`src/rtl/o_delay_tap_ctrl_if.sv`:
```
// Handshake and tap-control bundle between a requester, the tap controller and the O_DELAY.
// The requester (master) drives targets, load requests and the tap feedback; the controller is the slave.
interface o_delay_tap_ctrl_if;
    logic [5:0] TARGET_TAP;
    logic       TARGET_VALID;
    logic       TARGET_READY;
    logic       LOAD_REQ;
    logic [5:0] DLY_TAP_VALUE;
    logic       DLY_LOAD;
    logic       DLY_ADJ;
    logic       DLY_INCDEC;
    logic       BUSY;
    logic       DONE;
    logic       ERROR;

    modport master (
        output TARGET_TAP, TARGET_VALID, LOAD_REQ, DLY_TAP_VALUE,
        input  TARGET_READY, DLY_LOAD, DLY_ADJ, DLY_INCDEC, BUSY, DONE, ERROR
    );

    modport slave (
        input  TARGET_TAP, TARGET_VALID, LOAD_REQ, DLY_TAP_VALUE,
        output TARGET_READY, DLY_LOAD, DLY_ADJ, DLY_INCDEC, BUSY, DONE, ERROR
    );
endinterface

```
`src/rtl/o_delay_tap_ctrl.sv`:
```
// Closed-loop tap controller for an O_DELAY: steps DLY_ADJ until the feedback tap matches the target.
// Define ODLY_CTRL_TIMEOUT_EN to abort a move with a sticky ERROR after 64 unsuccessful steps.
module o_delay_tap_ctrl #(
    parameter int DELAY  = 0,
    parameter int SETTLE = 3
) (
    input  logic                  CLK_IN,
    input  logic                  RST,
    o_delay_tap_ctrl_if.slave     bus
);

    generate
        if (DELAY < 0 || DELAY > 63) begin : g_bad_delay
            $fatal(1, "o_delay_tap_ctrl: DELAY must be within 0-63");
        end
        if (SETTLE < 2 || SETTLE > 15) begin : g_bad_settle
            $fatal(1, "o_delay_tap_ctrl: SETTLE must be within 2-15");
        end
    endgenerate

    localparam logic [3:0] SETTLE_LAST = 4'(SETTLE - 1);

    typedef enum logic [2:0] {
        ST_IDLE,
        ST_CMP,
        ST_STEP,
        ST_SETTLE,
        ST_LOAD,
        ST_LWAIT,
        ST_FINISH
    } state_t;

    state_t     state_reg;
    logic [5:0] target_reg;
    logic [3:0] wait_reg;
    logic       ready_reg;
    logic       busy_reg;
    logic       done_reg;
    logic       load_reg;
    logic       adj_reg;
    logic       incdec_reg;

`ifdef ODLY_CTRL_TIMEOUT_EN
    logic [6:0] step_cnt_reg;
    logic       error_reg;
`endif

    always_ff @(posedge CLK_IN or negedge RST) begin
        if (!RST) begin
            state_reg  <= ST_IDLE;
            target_reg <= '0;
            wait_reg   <= '0;
            ready_reg  <= 1'b0;
            busy_reg   <= 1'b0;
            done_reg   <= 1'b0;
            load_reg   <= 1'b0;
            adj_reg    <= 1'b0;
            incdec_reg <= 1'b0;
`ifdef ODLY_CTRL_TIMEOUT_EN
            step_cnt_reg <= '0;
            error_reg    <= 1'b0;
`endif
        end else begin
            case (state_reg)
                ST_IDLE: begin
                    if (bus.LOAD_REQ) begin
                        load_reg  <= 1'b1;
                        ready_reg <= 1'b0;
                        busy_reg  <= 1'b1;
                        state_reg <= ST_LOAD;
`ifdef ODLY_CTRL_TIMEOUT_EN
                        error_reg <= 1'b0;
`endif
                    end else if (bus.TARGET_VALID && ready_reg) begin
                        target_reg <= bus.TARGET_TAP;
                        ready_reg  <= 1'b0;
                        busy_reg   <= 1'b1;
                        state_reg  <= ST_CMP;
`ifdef ODLY_CTRL_TIMEOUT_EN
                        error_reg    <= 1'b0;
                        step_cnt_reg <= '0;
`endif
                    end else begin
                        ready_reg <= 1'b1;
                    end
                end
                ST_CMP: begin
                    if (bus.DLY_TAP_VALUE == target_reg) begin
                        incdec_reg <= 1'b0;
                        done_reg   <= 1'b1;
                        state_reg  <= ST_FINISH;
`ifdef ODLY_CTRL_TIMEOUT_EN
                    end else if (step_cnt_reg == 7'd64) begin
                        // Feedback never converged: give up without a DONE.
                        incdec_reg <= 1'b0;
                        error_reg  <= 1'b1;
                        ready_reg  <= 1'b1;
                        busy_reg   <= 1'b0;
                        state_reg  <= ST_IDLE;
`endif
                    end else begin
                        incdec_reg <= (target_reg > bus.DLY_TAP_VALUE);
                        adj_reg    <= 1'b1;
                        state_reg  <= ST_STEP;
`ifdef ODLY_CTRL_TIMEOUT_EN
                        step_cnt_reg <= step_cnt_reg + 7'd1;
`endif
                    end
                end
                ST_STEP: begin
                    adj_reg   <= 1'b0;
                    wait_reg  <= SETTLE_LAST;
                    state_reg <= ST_SETTLE;
                end
                // Let the delay's edge detector apply the step before the next compare.
                ST_SETTLE: begin
                    if (wait_reg == 4'd0) begin
                        state_reg <= ST_CMP;
                    end else begin
                        wait_reg <= wait_reg - 4'd1;
                    end
                end
                ST_LOAD: begin
                    load_reg  <= 1'b0;
                    wait_reg  <= SETTLE_LAST;
                    state_reg <= ST_LWAIT;
                end
                ST_LWAIT: begin
                    if (wait_reg == 4'd0) begin
                        done_reg  <= 1'b1;
                        state_reg <= ST_FINISH;
                    end else begin
                        wait_reg <= wait_reg - 4'd1;
                    end
                end
                ST_FINISH: begin
                    done_reg  <= 1'b0;
                    ready_reg <= 1'b1;
                    busy_reg  <= 1'b0;
                    state_reg <= ST_IDLE;
                end
                default: begin
                    state_reg <= ST_IDLE;
                end
            endcase
        end
    end

    assign bus.TARGET_READY = ready_reg;
    assign bus.BUSY         = busy_reg;
    assign bus.DONE         = done_reg;
    assign bus.DLY_LOAD     = load_reg;
    assign bus.DLY_ADJ      = adj_reg;
    assign bus.DLY_INCDEC   = incdec_reg;
`ifdef ODLY_CTRL_TIMEOUT_EN
    assign bus.ERROR        = error_reg;
`else
    assign bus.ERROR        = 1'b0;
`endif

endmodule

```
`src/flat_wrapper.sv`:
```
// flat-port wrapper written by rule: the top's interface ports become plain ports
module o_delay_tap_ctrl_flat 
#(
    parameter int DELAY  = 0,
    parameter int SETTLE = 3
)
  (CLK_IN, RST, bus_TARGET_TAP, bus_TARGET_VALID, bus_LOAD_REQ, bus_DLY_TAP_VALUE, bus_TARGET_READY, bus_DLY_LOAD, bus_DLY_ADJ, bus_DLY_INCDEC, bus_BUSY, bus_DONE, bus_ERROR);
  o_delay_tap_ctrl_if bus_i ();
  input  logic CLK_IN;
  input  logic RST;
  input wire logic [$bits(bus_i.TARGET_TAP)-1:0] bus_TARGET_TAP;
  input wire logic [$bits(bus_i.TARGET_VALID)-1:0] bus_TARGET_VALID;
  input wire logic [$bits(bus_i.LOAD_REQ)-1:0] bus_LOAD_REQ;
  input wire logic [$bits(bus_i.DLY_TAP_VALUE)-1:0] bus_DLY_TAP_VALUE;
  output wire logic [$bits(bus_i.TARGET_READY)-1:0] bus_TARGET_READY;
  output wire logic [$bits(bus_i.DLY_LOAD)-1:0] bus_DLY_LOAD;
  output wire logic [$bits(bus_i.DLY_ADJ)-1:0] bus_DLY_ADJ;
  output wire logic [$bits(bus_i.DLY_INCDEC)-1:0] bus_DLY_INCDEC;
  output wire logic [$bits(bus_i.BUSY)-1:0] bus_BUSY;
  output wire logic [$bits(bus_i.DONE)-1:0] bus_DONE;
  output wire logic [$bits(bus_i.ERROR)-1:0] bus_ERROR;
  assign bus_i.TARGET_TAP = bus_TARGET_TAP;
  assign bus_i.TARGET_VALID = bus_TARGET_VALID;
  assign bus_i.LOAD_REQ = bus_LOAD_REQ;
  assign bus_i.DLY_TAP_VALUE = bus_DLY_TAP_VALUE;
  assign bus_TARGET_READY = bus_i.TARGET_READY;
  assign bus_DLY_LOAD = bus_i.DLY_LOAD;
  assign bus_DLY_ADJ = bus_i.DLY_ADJ;
  assign bus_DLY_INCDEC = bus_i.DLY_INCDEC;
  assign bus_BUSY = bus_i.BUSY;
  assign bus_DONE = bus_i.DONE;
  assign bus_ERROR = bus_i.ERROR;
  o_delay_tap_ctrl #(.DELAY(DELAY), .SETTLE(SETTLE)) u_core (.CLK_IN(CLK_IN), .RST(RST), .bus(bus_i));
endmodule
```
`config.mk`:
```
export PLATFORM = sky130hd
export DESIGN_NAME = o_delay_tap_ctrl_flat
export DESIGN_NICKNAME = d
export VERILOG_FILES = /design/src/rtl/o_delay_tap_ctrl_if.sv /design/src/rtl/o_delay_tap_ctrl.sv /design/src/flat_wrapper.sv
export SDC_FILE = /design/constraint.sdc
export NUM_CORES = 1
export LEC_CHECK = 0
export CAP_MARGIN = 20
export CORE_MARGIN = 2
export CORE_UTILIZATION = 35
export CTS_CLUSTER_SIZE = 24
export DETAILED_ROUTE_END_ITERATION = 10
export REMOVE_ABC_BUFFERS = 1
export SLEW_MARGIN = 10
export SYNTH_ARGS = -nofsm -noshare
export SYNTH_HDL_FRONTEND = slang
export SYNTH_SLANG_ARGS = --single-unit
```
`constraint.sdc`:
```
create_clock -name CLK_IN -period 3.5 [get_ports CLK_IN]
set_input_delay 0.525 -clock CLK_IN [delete_from_list [all_inputs] [get_ports CLK_IN]]
set_output_delay 0.525 -clock CLK_IN [all_outputs]
set_load 0.05 [all_outputs]
```
== Word level (Yosys, flattened, before mapping) ==
Cells that the tools add are included.
W data, S select, Z words.
Word-level totals
  input port bits: 16
  output and inout bits: 7
  flip-flop bits (word level): 19
Operators by class
  reductions and logical operators: 17
  magnitude comparators: 1
  eq/ne operators: 14
  bitwise logic cells: 1
  add/sub/neg operators: 1
  mux-type cells: 22
Operators with widths (count)
  $pmux W3 S6: 1
  $mux W3: 5
  $eq A3 B3 Y1 const B: 3
  $mux W1: 9
  $reduce_and A3 Y1: 3
  $pmux W1 S2: 4
  $pmux W4 S2: 1
  $reduce_and A2 Y1: 4
  $reduce_bool A2 Y1: 4
  $eq A3 B2 Y1 const B: 2
  $eq A6 B6 Y1: 1
  $gt A6 B6 Y1: 1
  $ne A2 B1 Y1 const B: 3
  $ne A2 B2 Y1 const B: 3
  $logic_not A4 Y1: 1
  $mux W4: 1
  $reduce_or A2 Y1: 2
  $sub A4 B1 Y4 const B: 1
  $eq A3 B1 Y1 const B: 1
  $logic_not A3 Y1: 1
  $ne A3 B2 Y1 const B: 1
  $pmux W1 S3: 1
  $reduce_bool A3 Y1: 1
  $logic_and A1 B1 Y1: 1
  $not A1 Y1: 1

== Logic depth before layout (Yosys ltp) ==
Gate-level depths: netlist (run 1).
  depth after elaboration: 4
  gate-level depth with buffers: 6

== Worst setup path after synthesis (run 1) ==
No wires, ideal clock.
  path type: register -> register
  start point: register u_core.ready_reg, in the netlist u_core.bus.TARGET_READY
  end point: register u_core.target_reg[0]
  path buffers: 1
  cell stages (with the launch flop): 5
  arrival time: 1.689 ns
  setup time: 0.125 ns
  data required time: 3.375 ns
  period minus slack after synthesis: 1.814 ns
  slack: 1.686 ns
  path through: dfrtp_1 nand2_1 or4b_1 buf_6 mux2_4
Between the ends
  cells in the longest elaborated chain, start to end: 2
Ends and longest elaborated chain
  start: declaration: line o_delay_tap_ctrl.sv:36  | logic ready_reg;
  start signal: assignment: line o_delay_tap_ctrl.sv:53  | ready_reg <= 1'b0;
  start signal: assignment: line o_delay_tap_ctrl.sv:68  | ready_reg <= 1'b0;
  start signal: assignment: line o_delay_tap_ctrl.sv:76  | ready_reg <= 1'b0;
  $logic_and A1 B1 Y1: line o_delay_tap_ctrl.sv:74  | end else if (bus.TARGET_VALID && ready_reg) begin
  $reduce_and A3 Y1 (no line)
  end signal: assignment: line o_delay_tap_ctrl.sv:75  | target_reg <= bus.TARGET_TAP;
  end: declaration: line o_delay_tap_ctrl.sv:34  | logic [5:0] target_reg;
Every way passes these cells.
A chain may end at the register's enable or synchronous reset.

== Worst setup path in the final report (run 1) ==
  start point: register u_core.ready_reg, in the netlist u_core.bus.TARGET_READY
  end point: output port bus_TARGET_READY
RTL lines
  end: declaration: line flat_wrapper.sv:15  | output wire logic [$bits(bus_i.TARGET_READY)-1:0] bus_TARGET_READY;
No word-level cell between the ends.

==> results_dict.tcl, run 1 <==
set metrics [dict create \
    run_status "finished, final reports clean" \
    reg2reg_depth 2 \
    ys_types 32 \
    nFillCells 296 \
    power_density_mw_per_mm2 893 \
    ys.warnings.count 0 \
    io_buffer_count 21 \
    largest_register_ffs 6 \
    core_area_mm2 0.00303 \
    cts_setup_buffers 0 \
    first_iter_violations 16 \
    arrival_ns 1.54 \
    die_y_um 60.2 \
    end_kind "output port" \
    grt_pass1_vias 848 \
    cp_data_required_time_ns 2.97 \
    max_freq_ghz 0.485 \
    cts_made_buffers 3 \
    path_clk_slew_ns 0.10 \
    skew_ns 0.00136 \
    finalCritPeriodShare_pct 58.9 \
    clock_sinks 19 \
    synth_cells 113 \
    synth_top_area_cell "dfrtp_1" \
    crit_chain "clkdlybuf4s50_1" \
    drtAntennaViolNets 0 \
    overflow 0 \
    grt_usage_pct 13.5 \
    root_buffer "clkbuf_4" \
    synth_flop_cell "dfrtp_1" \
    grt_pass1_wl_um 3630 \
    area_delta_synth_final_pct 22.1 \
    clkPwrFrac_pct 9.0 \
    clock_path_buffers 2 \
    synth-edff-count 0 \
    min-delay-path-class "reg -> reg" \
    avgSynthCellArea_um2 9.79 \
    start_util_pct 36.5 \
    die_x_um 60.2 \
    vdd_drop_max_uv 375 \
    yosys_register_bits 19 \
    post_cts_resized 0 \
    synth_area_leaders "dfrtp_1, mux2_4, ha_1" \
    crit_slowest_cell "clkdlybuf4s50_1" \
    final_common_cell "clkdlybuf4s50_1" \
    io_pins 23 \
    drv_slew 0 \
    hold_depth 2 \
    grt_max_degree 20 \
    crit_path_max_fanout 5 \
    path_buf_inv 1 \
    n_antenna_cell 0 \
    worstSetupPathType "reg -> out" \
    wirelength_um 2110 \
    place.gp.congestion 0.758 \
    switchingPower_w 0.000540 \
    routed-via-count 857 \
    cts_hold_buf 0 \
    worstMarginPinSlew_ns 0.850 \
    netlist.area_leader.share_pct 43.0 \
    cp_num_cells 1 \
    row_count 20 \
    fin_crit_ns 2.06 \
    crit_family "buffers and inverters" \
    seq_area_frac_synth_pct 43.0 \
    max_stage_delay_ns 0.83 \
    worst_r2r_startpoint "u_core.state_reg[2]$_DFFE_PN0P_" \
    p_int_w 0.000665 \
    pwr-share-seq_pct 38.1 \
    setup_viol 0 \
    drt-wirelength-per-cell_um 12.0 \
    hold_start "u_core.bus.DLY_ADJ$_DFFE_PN0P_" \
    die_area_mm2 0.00363 \
    maxCapViolCount 0 \
    place_hpwl_um 1600 \
    tns_ns 0 \
    p_comb_share_pct 52.9 \
    switching_share_pct 44.8 \
    nets 156 \
    clk_latency_ns 0.29 \
    cp-start-kind "flop" \
    p_leak_nw 0.615 \
    async_reset_ff_share_pct 100 \
    antenna_found_initial 0 \
    finalHoldViolCount 0 \
    drive_gt1_share_pct 9.09 \
    drt-pass1-iter-count 4 \
    rsz0062_at_grt "false" \
    route.detailed.drc 0 \
    setup.worst_path.start "u_core.bus.TARGET_READY$_DFFE_PN0P_" \
    cts_tree "yes" \
    fin_util_pct 44.6 \
    htree_levels 1 \
    final_cell_mix "clkdlybuf4s50_1, dfrtp_1, inv_1" \
    slew_headroom_pct 43.2 \
    synth_area_mm2 0.00111 \
    vias_per_cell 4.87 \
]
==> worst paths after layout <==
check                                                    to  slack [ns]
max reg2reg                u_core.target_reg[1]$_DFFE_PN0P_        1.64
max                                        bus_TARGET_READY        1.44
min reg2reg                  u_core.bus.DLY_ADJ$_DFFE_PN0P_        0.52
min in group asynchronous  u_core.target_reg[0]$_DFFE_PN0P_        0.71
min                          u_core.bus.DLY_ADJ$_DFFE_PN0P_        0.52
max in group asynchronous    u_core.wait_reg[3]$_DFFE_PN0P_        2.27
==> synthesized netlist by cell type (2+ instances only) <==
master,n
dfrtp_1,19
inv_1,14
a21oi_1,12
o21ai_0,8
ha_1,7
nand2_1,7
mux2_4,6
nor3_1,5
nand3_1,3
nor2_1,3
o22ai_1,3
buf_2,2
buf_4,2
buf_6,2
nor4_1,2
or3_1,2
==> power groups by stage <==
stage / Clock [W] / Combinational [W] / Sequential (W)
final: 0.000109 / 0.000638 / 0.000460
after global routing: 0.000121 / 0.000711 / 0.000478
after CTS: 0.000113 / 0.000646 / 0.000460
after detailed placement: 0 / 0.000641 / 0.000463
after global placement: 0 / 0.000628 / 0.000462
after floorplan: 0 / 0.000376 / 0.000544
==> cells by family (layout without fill, tap and decap cells) <==
family | Yosys count | after routing | synth area share, %
fa+ha+maj | 7 | 7 | 7.92
buf+inv | 20 | 39 | 9.05
compound gates | 31 | 31 | 16.6
mux | 6 | 6 | 8.15
other cells | 1 | 1 | 0.339
simple gates | 27 | 27 | 13.3
flops | 19 | 19 | 43.0
xor+xnor | 2 | 2 | 1.58
==> final cells by class <==
cell class                      count  area, um^2  area share, %
Clock buffer                        4        26.3           1.95
Timing Repair Buffer               21         210           15.6
Tap cell                           44        55.1           4.08
Sequential cell                    19         475           35.2
Multi-Input combinational cell     74         531           39.3
Inverter                           14        52.6           3.89
==> per-stage QoR <==
step / hold slack, ns / power, W / setup WS (ns) / cell area (um^2) / cells
6_report: 0.523 / 0.00121 / 1.44 / 1350 / 176
5_1_grt: 0.544 / 0.00131 / 1.40 / 1350 / 176
4_1_cts: 0.524 / 0.00122 / 1.42 / 1350 / 176
3_5_place_dp: 0.494 / 0.00110 / 1.26 / 1320 / 172
3_3_place_gp: 0.499 / 0.00109 / 1.27 / 1320 / 172
2_1_floorplan: 0.229 / 0.000920 / 1.62 / 1060 / 107
==> routing by layer <==
metal  routed length, um  vias to the layer above  global-route usage [%]  share of wire (%)
met5                   0                        -                       0                  0
met3                  43                        5                    1.30                2.0
li1                    -                      431                       -                  -
met4                  40                        0                    6.67                1.9
met1                 990                      406                    16.9                 47
met2                1030                       15                    23.0                 49
Note: power is estimated with default switching activity, not from simulation.
==> run 2: changes to the inputs <==
==> constraint.sdc (replaced) <==
create_clock -name CLK_IN -period 1.7 [get_ports CLK_IN]
set_input_delay 0.255 -clock CLK_IN [delete_from_list [all_inputs] [get_ports CLK_IN]]
set_output_delay 0.255 -clock CLK_IN [all_outputs]
set_load 0.05 [all_outputs]
==> run 2 against run 1 <==
Via count up 7.0%. Clock power up 120%. Worst hold slack lost 0.25 ns. First-iteration DRC count down 38%. Core utilization rose by 1.8 points. Non-clock buffer count up 9. Die area unchanged. Final area rose by 4.1%. Flip-flop and latch count is the same. Worst setup slack worse by 1.3 ns. Sequential share of layout area decreased by 1.4 points. Cell count rose by 5.1%.
==> results_dict.tcl, run 2 (synthesized netlist as in run 1, its figures left out) <==
set metrics [dict create \
    final_common_cell "dfrtp_1" \
    power_density_mw_per_mm2 1850 \
    place_ws_ns -0.197 \
    path_clk_slew_ns 0.12 \
    place_hpwl_um 1680 \
    stdcell_count 185 \
    root_buffer "clkbuf_4" \
    drt-pass1-iter-count 4 \
    fin_area_mm2 0.00141 \
    wirelength_um 2220 \
    cts_made_buffers 3 \
    placedCellCount 181 \
    cp-start-kind "flop" \
    io_pins 23 \
    worst_slack_ns 0.105 \
    rsz0062_at_grt "false" \
    drtAntennaViolNets 0 \
    nets 165 \
    end_kind "flop" \
    largest_register_ffs 6 \
    setup_viol 0 \
    area_delta_synth_final_pct 27.0 \
    fin_crit_ns 1.59 \
    die_x_um 60.2 \
    p_total_w 0.00260 \
    route.detailed.drc 0 \
    grt_max_degree 20 \
    run_status "finished, final reports clean" \
    n_antenna_cell 0 \
    drv_slew 0 \
    crit_path_max_fanout 6 \
    overflow 0 \
    first_iter_violations 10 \
    final_cell_mix "dfrtp_1, clkdlybuf4s50_1, buf_4" \
    arrival_ns 1.79 \
    antenna_found_initial 0 \
    grt_pass1_wl_um 3880 \
    io_buffer_count 21 \
    core_area_mm2 0.00303 \
    place.gp.congestion 0.744 \
    vias_per_cell 4.96 \
    nFillCells 308 \
    vdd_drop_max_uv 718 \
    clock_sinks 19 \
    clock_path_buffers 2 \
    clk_latency_ns 0.30 \
    row_count 20 \
    die_area_mm2 0.00363 \
    finalCritPeriodShare_pct 93.8 \
    p_leak_nw 0.667 \
    routed-via-count 917 \
    place_area_mm2 0.00138 \
    finalHoldViolCount 0 \
    tns_ns 0 \
    drive_gt1_share_pct 19.1 \
    die_y_um 60.2 \
    cp_data_required_time_ns 1.89 \
    cts_hold_buf 0 \
    grt_pass1_vias 914 \
    drt-wirelength-per-cell_um 12.0 \
    cts_tree "yes" \
    skew_ns 0.00466 \
    maxCapViolCount 0 \
    grt_usage_pct 14.4 \
    max_freq_ghz 0.627 \
    min-delay-path-class "in -> async" \
    start_util_pct 36.5 \
    htree_levels 1 \
    worstSetupPathType "reg -> reg" \
]
[run 2: changes by cell type in the layout (fill, tap and decap cells not counted), sizes merged]
cell,delta
buf,+15
clkdlybuf4s50,-6
[run 2: report_power, final]
group | total [W] | switching (W) | internal (W)
Sequential | 0.000833 | 0.000159 | 0.000674
Combinational | 0.00153 | 0.000850 | 0.000683
Clock | 0.000237 | 0.000146 | 0.0000913
Total | 0.00260 | 0.00116 | 0.00145
[run 2: worst max-delay path: stages, from the launching register on]
cell and delay [ns]:
dfrtp_1 0.43, nor2_4 0.14, or4b_1 0.43, buf_4 0.19, mux2_4 0.30
[run 2: cell type report]
cell class	count	area [um^2]	area share [%]
inverters	14	52.6	3.74
repair buffers	30	263	18.7
multi-input cells	74	533	37.9
well taps	44	55.1	3.92
clock buffers	4	26.3	1.87
flip-flops and latches	19	475	33.8
[run 2: per-layer routing]
layer / vias up / global-route usage, % / share of wire (%) / wire (um)
li1: 452 / - / - / -
met3: 4 / 1.95 / 2.8 / 63
met2: 20 / 22.7 / 46 / 1010
met5: - / 0 / 0 / 0
met4: 0 / 6.67 / 1.6 / 36
met1: 441 / 19.4 / 50 / 1100
[run 2: metrics by stage]
step           utilization (%)  hold slack, ns
5_1_grt                   46.4           0.292
4_1_cts                   46.3           0.278
3_5_place_dp              45.5           0.502
6_report                  46.4           0.276
3_3_place_gp              45.5           0.499
2_1_floorplan                -         -0.0406
[run 2: final timing paths]
path | from | slack [ns] | end | cells past startpoint
worst max-delay path | u_core.state_reg[0]$_DFFE_PN0P_ | 0.11 | u_core.target_reg[4]$_DFFE_PN0P_ | 4
worst min-delay path | RST | 0.28 | u_core.wait_reg[3]$_DFFE_PN0P_ | 2
worst max register to register | u_core.state_reg[0]$_DFFE_PN0P_ | 0.11 | u_core.target_reg[4]$_DFFE_PN0P_ | 4
worst min register to register | u_core.target_reg[0]$_DFFE_PN0P_ | 0.52 | u_core.target_reg[0]$_DFFE_PN0P_ | 1
max in group asynchronous | RST | 1.22 | u_core.state_reg[1]$_DFFE_PN0P_ | 2
min in group CLK_IN | u_core.target_reg[0]$_DFFE_PN0P_ | 0.52 | u_core.target_reg[0]$_DFFE_PN0P_ | 1
[run 2: timing repair]
action,CTS,global route
endpoints found under the setup margin,0,3
buffers inserted,0,0
resized for setup,0,1
